[src/rtl/mult_pkg.sv]
// Shared definitions for the sequential shift-add multiplier.
// Optional feature macro: SIGNED_MODE_EN (adds the Sgn operand-select path).
package mult_pkg;

  // Default operand width; legal range is 2..32.
  localparam int unsigned DEF_WIDTH = 8;

  // Control FSM encoding; 2'b11 is unused and recovers to S_IDLE.
  typedef enum logic [1:0] {
    S_IDLE = 2'b00,
    S_CALC = 2'b01,
    S_DONE = 2'b10
  } state_e;

endpackage

[src/rtl/seq_multiplier_if.sv]
// Start/operand/status/product bundle for seq_multiplier.
// Optional feature macro: SIGNED_MODE_EN (adds sgn).
interface seq_multiplier_if #(
  parameter int unsigned WIDTH = mult_pkg::DEF_WIDTH
);
  logic                 st;
  logic [WIDTH-1:0]     a;
  logic [WIDTH-1:0]     b;
`ifdef SIGNED_MODE_EN
  logic                 sgn;
`endif
  logic                 idle;
  logic                 busy;
  logic                 done;
  logic [2*WIDTH-1:0]   p;

`ifdef SIGNED_MODE_EN
  modport master (output st, a, b, sgn, input idle, busy, done, p);
  modport slave  (input st, a, b, sgn, output idle, busy, done, p);
`else
  modport master (output st, a, b, input idle, busy, done, p);
  modport slave  (input st, a, b, output idle, busy, done, p);
`endif
endinterface

[src/rtl/mult_control.sv]
// Control FSM and bit counter for seq_multiplier. Status outputs are registered
// alongside the state so they are glitch-free and mutually exclusive.
module mult_control
  import mult_pkg::*;
#(
  parameter int unsigned WIDTH = DEF_WIDTH
) (
  input  logic clk_i,
  input  logic rst_i,
  input  logic st_i,
  output logic idle_o,
  output logic busy_o,
  output logic done_o,
  output logic load_o,
  output logic step_o,
  output logic last_o
);

  localparam int unsigned CNT_W = (WIDTH > 1) ? $clog2(WIDTH) : 1;
  localparam logic [CNT_W-1:0] CntLast = CNT_W'(WIDTH - 1);

  state_e           state_q;
  logic [CNT_W-1:0] cnt_q;
  logic             idle_q;
  logic             busy_q;
  logic             done_q;

  // State, bit counter and registered status flags advance together.
  always_ff @(posedge clk_i or posedge rst_i) begin
    if (rst_i) begin
      state_q <= S_IDLE;
      cnt_q   <= '0;
      idle_q  <= 1'b1;
      busy_q  <= 1'b0;
      done_q  <= 1'b0;
    end else begin
      case (state_q)
        S_IDLE: begin
          if (st_i) begin
            state_q <= S_CALC;
            cnt_q   <= '0;
            idle_q  <= 1'b0;
            busy_q  <= 1'b1;
          end
        end
        S_CALC: begin
          cnt_q <= cnt_q + CNT_W'(1);
          if (cnt_q == CntLast) begin
            state_q <= S_DONE;
            busy_q  <= 1'b0;
            done_q  <= 1'b1;
          end
        end
        S_DONE: begin
          // St is ignored here; always return to idle for one cycle.
          state_q <= S_IDLE;
          done_q  <= 1'b0;
          idle_q  <= 1'b1;
        end
        default: begin
          state_q <= S_IDLE;
          cnt_q   <= '0;
          idle_q  <= 1'b1;
          busy_q  <= 1'b0;
          done_q  <= 1'b0;
        end
      endcase
    end
  end

  assign idle_o = idle_q;
  assign busy_o = busy_q;
  assign done_o = done_q;
  assign load_o = (state_q == S_IDLE) && st_i;
  assign step_o = (state_q == S_CALC);
  assign last_o = (state_q == S_CALC) && (cnt_q == CntLast);

endmodule

[src/rtl/seq_multiplier.sv]
// Sequential shift-add multiplier: one add-and-shift per cycle, WIDTH cycles
// per product. Datapath lives here; sequencing is in mult_control.
// Optional feature macro: SIGNED_MODE_EN (two's-complement operands via sgn).
module seq_multiplier
  import mult_pkg::*;
#(
  parameter int unsigned WIDTH = DEF_WIDTH
) (
  input  logic            clk_i,
  input  logic            rst_i,
  seq_multiplier_if.slave bus
);

  logic load;
  logic step;
  logic last;

  logic [WIDTH-1:0] mcand_q;
  logic [2*WIDTH:0] acc_q;
  logic [2*WIDTH:0] acc_d;
  logic [WIDTH:0]   addend;
  logic [WIDTH:0]   sum;

  mult_control #(
    .WIDTH (WIDTH)
  ) u_control (
    .clk_i  (clk_i),
    .rst_i  (rst_i),
    .st_i   (bus.st),
    .idle_o (bus.idle),
    .busy_o (bus.busy),
    .done_o (bus.done),
    .load_o (load),
    .step_o (step),
    .last_o (last)
  );

`ifdef SIGNED_MODE_EN
  logic           sgn_q;
  logic [WIDTH:0] mcand_ext;

  // Signed iteration: sign-extended addend, subtract on the final (sign) bit,
  // arithmetic right shift.
  always_comb begin
    mcand_ext = sgn_q ? {mcand_q[WIDTH-1], mcand_q} : {1'b0, mcand_q};
    addend    = '0;
    if (acc_q[0]) begin
      addend = (sgn_q && last) ? -mcand_ext : mcand_ext;
    end
    sum   = acc_q[2*WIDTH:WIDTH] + addend;
    acc_d = {(sgn_q ? sum[WIDTH] : 1'b0), sum, acc_q[WIDTH-1:1]};
  end

  // Sign select is captured together with the operands.
  always_ff @(posedge clk_i or posedge rst_i) begin
    if (rst_i) begin
      sgn_q <= 1'b0;
    end else if (load) begin
      sgn_q <= bus.sgn;
    end
  end
`else
  logic unused_last;
  assign unused_last = last;

  // Unsigned iteration: conditional add with carry kept, logical right shift.
  always_comb begin
    addend = acc_q[0] ? {1'b0, mcand_q} : '0;
    sum    = acc_q[2*WIDTH:WIDTH] + addend;
    acc_d  = {1'b0, sum, acc_q[WIDTH-1:1]};
  end
`endif

  // Operand capture on accepted start, one shift-add per CALC cycle.
  always_ff @(posedge clk_i or posedge rst_i) begin
    if (rst_i) begin
      mcand_q <= '0;
      acc_q   <= '0;
    end else if (load) begin
      mcand_q <= bus.a;
      acc_q   <= {{(WIDTH+1){1'b0}}, bus.b};
    end else if (step) begin
      acc_q <= acc_d;
    end
  end

  assign bus.p = acc_q[2*WIDTH-1:0];

endmodule
[src/flat_wrapper.sv]
// flat-port wrapper written by rule: the top's interface ports become plain ports
module seq_multiplier_flat import mult_pkg::*;
#(
  parameter int unsigned WIDTH = DEF_WIDTH
)
  (clk_i, rst_i, bus_st, bus_a, bus_b, bus_idle, bus_busy, bus_done, bus_p);
  seq_multiplier_if #(.WIDTH(WIDTH)) bus_i ();
  input  logic clk_i;
  input  logic rst_i;
  input wire logic [$bits(bus_i.st)-1:0] bus_st;
  input wire logic [$bits(bus_i.a)-1:0] bus_a;
  input wire logic [$bits(bus_i.b)-1:0] bus_b;
  output wire logic [$bits(bus_i.idle)-1:0] bus_idle;
  output wire logic [$bits(bus_i.busy)-1:0] bus_busy;
  output wire logic [$bits(bus_i.done)-1:0] bus_done;
  output wire logic [$bits(bus_i.p)-1:0] bus_p;
  assign bus_i.st = bus_st;
  assign bus_i.a = bus_a;
  assign bus_i.b = bus_b;
  assign bus_idle = bus_i.idle;
  assign bus_busy = bus_i.busy;
  assign bus_done = bus_i.done;
  assign bus_p = bus_i.p;
  seq_multiplier #(.WIDTH(WIDTH)) u_core (.clk_i(clk_i), .rst_i(rst_i), .bus(bus_i));
endmodule
[config.mk]
export PLATFORM = sky130hd
export DESIGN_NAME = seq_multiplier_flat
export DESIGN_NICKNAME = d
export VERILOG_FILES = /design/src/rtl/mult_pkg.sv /design/src/rtl/seq_multiplier_if.sv /design/src/rtl/mult_control.sv /design/src/rtl/seq_multiplier.sv /design/src/flat_wrapper.sv
export SDC_FILE = /design/constraint.sdc
export NUM_CORES = 1
export LEC_CHECK = 0
export CORE_MARGIN = 2
export CORE_UTILIZATION = 49
export DETAILED_ROUTE_END_ITERATION = 6
export GPL_TIMING_DRIVEN = 0
export PLACE_DENSITY_LB_ADDON = 0.15
export RECOVER_POWER = 100
export SLEW_MARGIN = 20
export SYNTH_ARGS = -nofsm -noshare
export SYNTH_HDL_FRONTEND = slang
export SYNTH_SLANG_ARGS = --single-unit
[constraint.sdc]
create_clock -name clk_i -period 2.4 [get_ports clk_i]
set_input_delay 0.24 -clock clk_i [delete_from_list [all_inputs] [get_ports clk_i]]
set_output_delay 0.24 -clock clk_i [all_outputs]
set_load 0.01 [all_outputs]
# Word level (Yosys, flattened, before mapping)
# Index checks and enable logic that the tools add are counted.
# totals
regBits,33
in_bits,19
out_inout_bits,19
word_cells,40
# op_classes
n_addsub,2
n_eq_ne,5
mux,15
n_bitwise,3
reduce_logical,8
# ops
operator,n
17-bit two-way mux,2
9-bit adder,1
3-bit case mux with 3 select lines,1
8-bit two-way mux,1
2-bit AND reduction,4
1-bit two-way mux,4
2-bit two-way mux,2
2-bit inequality test (second input constant),2
1-bit case mux with 2 select lines,2
2-bit case mux with 2 select lines,1
3-bit by 1-bit adder with 3-bit output (second input constant),1
3-bit equality test (second input constant),1
3-bit two-way mux,1
1-bit inverter,3
1-bit case mux with 3 select lines,1
3-bit AND reduction,1
2-bit by 1-bit equality test with 1-bit output (second input constant),1
2-bit equality test (second input constant),1
2-bit logical NOT,1
2-bit nonzero test,1
1-bit logical AND,1

# Depth between registers and ports, before layout
# depth
depth_word,4
mapped_depth,7
depth_no_buf,7

# By module
# A second synthesis with hierarchy kept.
# unflattened
hier_cells,155
hier_area_um2,1702.9
# modules_own_cells
module,n_inst,cells_per_inst,area_each_um2,seq_area_each_um2
seq_multiplier,1,126,1346.3,600.6
mult_control,1,29,356.6,201.4

# Worst setup path before layout
# Ideal clock, no wire load.
# synth_timing
path_kind,register to register
start,register u_core.acc_q[0]
end,register u_core.acc_q[11]
setup_time_ns,0.121
arrival_time_ns,1.793
required_ns,2.279
setup_slack_ns,0.486
path_stages_with_launch,8
path_buffers,0
period_less_slack_ns,1.914
path_cell_list,dfrtp_1 > and2_1 > ha_1 > fa_1 > a21oi_1 > o21bai_1 > xor2_1 > a22o_1
# synth_via
elab_chain_len,4
# synth_lines
element,line_no,rtl
start: declaration,seq_multiplier.sv:19,logic [2*WIDTH:0] acc_q;
start signal: assignment,seq_multiplier.sv:81,"acc_q <= {{(WIDTH+1){1'b0}}, bus.b};"
8-bit two-way mux,seq_multiplier.sv:68,"addend = acc_q[0] ? {1'b0, mcand_q} : '0;"
9-bit adder,seq_multiplier.sv:69,sum = acc_q[2*WIDTH:WIDTH] + addend;
17-bit two-way mux,seq_multiplier.sv:82,end else if (step) begin
17-bit two-way mux,seq_multiplier.sv:79,end else if (load) begin
# No other way between the ends. The select of a mux whose other input is x is not followed.
# A chain may end at the register's enable or synchronous reset.

# Worst setup path after layout
# Ends and elaborated chain as after synthesis.

==> results.toml <==
[status]
status = "complete, no violations"

[yosys]
synth_top_area_share = 0.468
ys.warnings.count = 0
synth_area_leaders = "dfrtp_1 (47%), ha_1 (7.5%), o22ai_1 (6.8%), mux2_2 (5.4%), a21oi_1 (4.2%)"
ys_types = 40
synth_xor_area_frac = 0.0158
yosys_register_bits = 32
synth_fa_ha_area_frac = 0.0875
synthSimpleGateAreaFrac = 0.122
synth.most_common_cell = "dfrtp_1"
syn-mean-instance-area_um2 = 10.6
yosys.area.top_type = "dfrtp_1"
synth_nets = 186
synth_top_family_by_area = "compound AO/OA/AOI/OAI gates"
seq_area_frac_synth = 0.483
async_flop_share = 1.00
netlist_top_cells_count = "dfrtp_1 (31), o22ai_1 (18), a21oi_1 (14), ha_1 (10), nand2_1 (10)"
synth_compound_area_frac = 0.204
syn_area_um2 = 1660
synth-edff-count = 0
synth_flop_cell = "dfrtp_1"
synthCells = 156
synth_mux_area_frac = 0.0543

[power]
p_leak_nw = 0.911
p_per_area_nw_per_um2 = 1510
ir_drop_mv = 0.674

[critical_path]
start_kind = "register"
path_cells = "and2_0 > ha_1 > fa_1 > a21oi_1 > o21bai_1 > xor2_1 > a22o_1"
rrSetupSlack_ps = 260
cp.required_ps = 2640
cp_num_buf_inv = 0
worstSetupPathType = "reg2reg"
slowest_delay_ps = 520
endpoint_kind = "register"
crit_arrival_ps = 2380
crit_path_top_delay_cell = "dfrtp_1"
cpLargestDelayFamily = "adder cells"
cp_max_fo = 11

[clocking]
hold_buffers = 0
cts_resized = 0
clk_pin_slew_worst_paths_ps = 100
cts_sinks = 32
postCtsSetupBuffers = 0
cts_tree = "done"
root_buffer = "clkbuf_4"
clk_latency_ps = 340
cts_made_buffers = 5
htree_levels = 2
cts.path.max_buffers = 2

[global_routing]
grt_pass1_wl_um = 6440
grt_pass1_vias = 1404
grt_antenna_before_repair = 0
track_usage = 0.213
grt_max_degree = 33
grt-ovfl-total = 0

[timing]
rsz0062_at_grt = "false"
timing.final.crit_share = 0.891
setup_viol = 0
fin_skew_ps = 7.27
finalHoldViolCount = 0
tightest_slew_ps = 1190
post-route-min-period_ps = 2140
max_freq_mhz = 467
drv_slew = 0
holdWs_ps = 499
finalWorstSetupSlack_ps = 261
setup_tns_ps = 0
slew_headroom = 0.205

[place]
dpl.hpwl_um = 2670
portBuffers = 37
place.gp.congestion = 0.939
post-place-cells = 239
post-place-ws_ps = 282

[floorplan]
placeableCoreArea_um2 = 3280
dieArea_um2 = 3870
die_x_um = 62.2
rows = 21
initial_core_util = 0.505
die_y_um = 62.2
ios = 38

[finish]
layout-drive-gt1-share = 0.104
num-nets-final = 230
area_growth_pct = 29.4
regArea_um2 = 802
insertedDiodeCount = 0
final_cells = 247
multi_input_area_um2 = 791
fill_cells = 299

[drt]
wl_met2_um = 1810
wire_per_inst_um = 15.1
ant_nets = 0
firstDrtPassIters = 4
routed.top_layer = "met4"
vias_per_cell = 5.56
drt_wl_total_um = 3720
drt-initial-drc-count = 62
drc = 0
vias = 1374
met1_length_um = 1700
wl_met3_um = 166

[hold_path]
hold_path_class = "in2reg"

[flow_run]
drv_cap = 0
[final cells by class]
cell class | instances | share of cell area
clock inverter | 2 | 0.0163
buffer | 6 | 0.0146
inverter | 5 | 0.00874
tap | 46 | 0.0268
clock buffer | 6 | 0.0192
timing repair buffer | 37 | 0.172
sequential | 32 | 0.374
multi-input combinational | 113 | 0.368
[per-layer routing]
metal,GRT usage,up-vias
met2,0.351,38
met4,0.0722,0
li1,-,666
met5,0,-
met3,0.0670,5
met1,0.268,665
[worst register-to-register path, stage by stage (launching register included)]
cell,delay [ps]
dfrtp_1,520
and2_0,240
ha_1,220
fa_1,410
a21oi_1,200
o21bai_1,100
xor2_1,140
a22o_1,200
[path summary, 6_finish.rpt]
path                                               from                       to  depth (start not counted)
worst max register to register          u_core.acc_q[0]         u_core.acc_q[11]                          7
min in group asynchronous                         rst_i          u_core.acc_q[7]                          2
worst max-delay path                    u_core.acc_q[0]         u_core.acc_q[11]                          7
worst min-delay path                           bus_a[7]        u_core.mcand_q[7]                          2
max in group asynchronous                         rst_i         u_core.acc_q[10]                          2
worst min register to register  u_core.u_control.idle_o  u_core.u_control.idle_o                          2
[through the flow]
stage               cell area (µm²)  utilization  power (W)
detailed placement             2090        0.635    0.00292
global placement               2090        0.635    0.00283
global route                   2150        0.654    0.00352
floorplan                      1660            -    0.00227
CTS                            2160        0.659    0.00334
finish                         2150        0.654    0.00323
[where the power goes]
part | switching [W] | total [W] | internal [W]
sequential | 0.000205 | 0.00104 | 0.000831
combinational | 0.000904 | 0.00179 | 0.000885
clock | 0.000190 | 0.000408 | 0.000218
[flip-flops by register name, indices dropped and copies added (netlist names)]
| signal | cells |
|---|---|
| u_core.u_control.state_q | 2 |
| u_core.mcand_q | 8 |
| u_core.acc_q | 16 |
| u_core.u_control.busy_o | 1 |
| u_core.u_control.done_o | 1 |
| u_core.u_control.idle_o | 1 |
| u_core.u_control.cnt_q | 3 |
[layout by cell type (no fill, tap or decap), types with 2 or more instances in the layout]
master / count
ha_1: 10
o21ai_0: 6
and2_0: 3
dfrtp_1: 31
buf_4: 2
xnor2_1: 2
nand2_1: 10
dlygate4sd3_1: 21
a21oi_1: 14
nor2_1: 6
and2_1: 6
mux2_2: 8
clkbuf_4: 5
a22oi_1: 2
nand3_1: 4
a22o_1: 2
o22ai_1: 18
inv_1: 4
clkdlybuf4s50_1: 16
nand2b_1: 3
clkbuf_1: 4
o31ai_1: 2
[cell families (layout without fill, tap and decap cells)]
logic type | Yosys count | after routing
compound gates | 53 | 53
xor+xnor | 3 | 3
fa+ha+maj | 11 | 11
buf+inv | 11 | 56
flops | 32 | 32
mux | 8 | 8
simple gates | 38 | 38
Note: power is estimated with default switching activity, not from simulation.
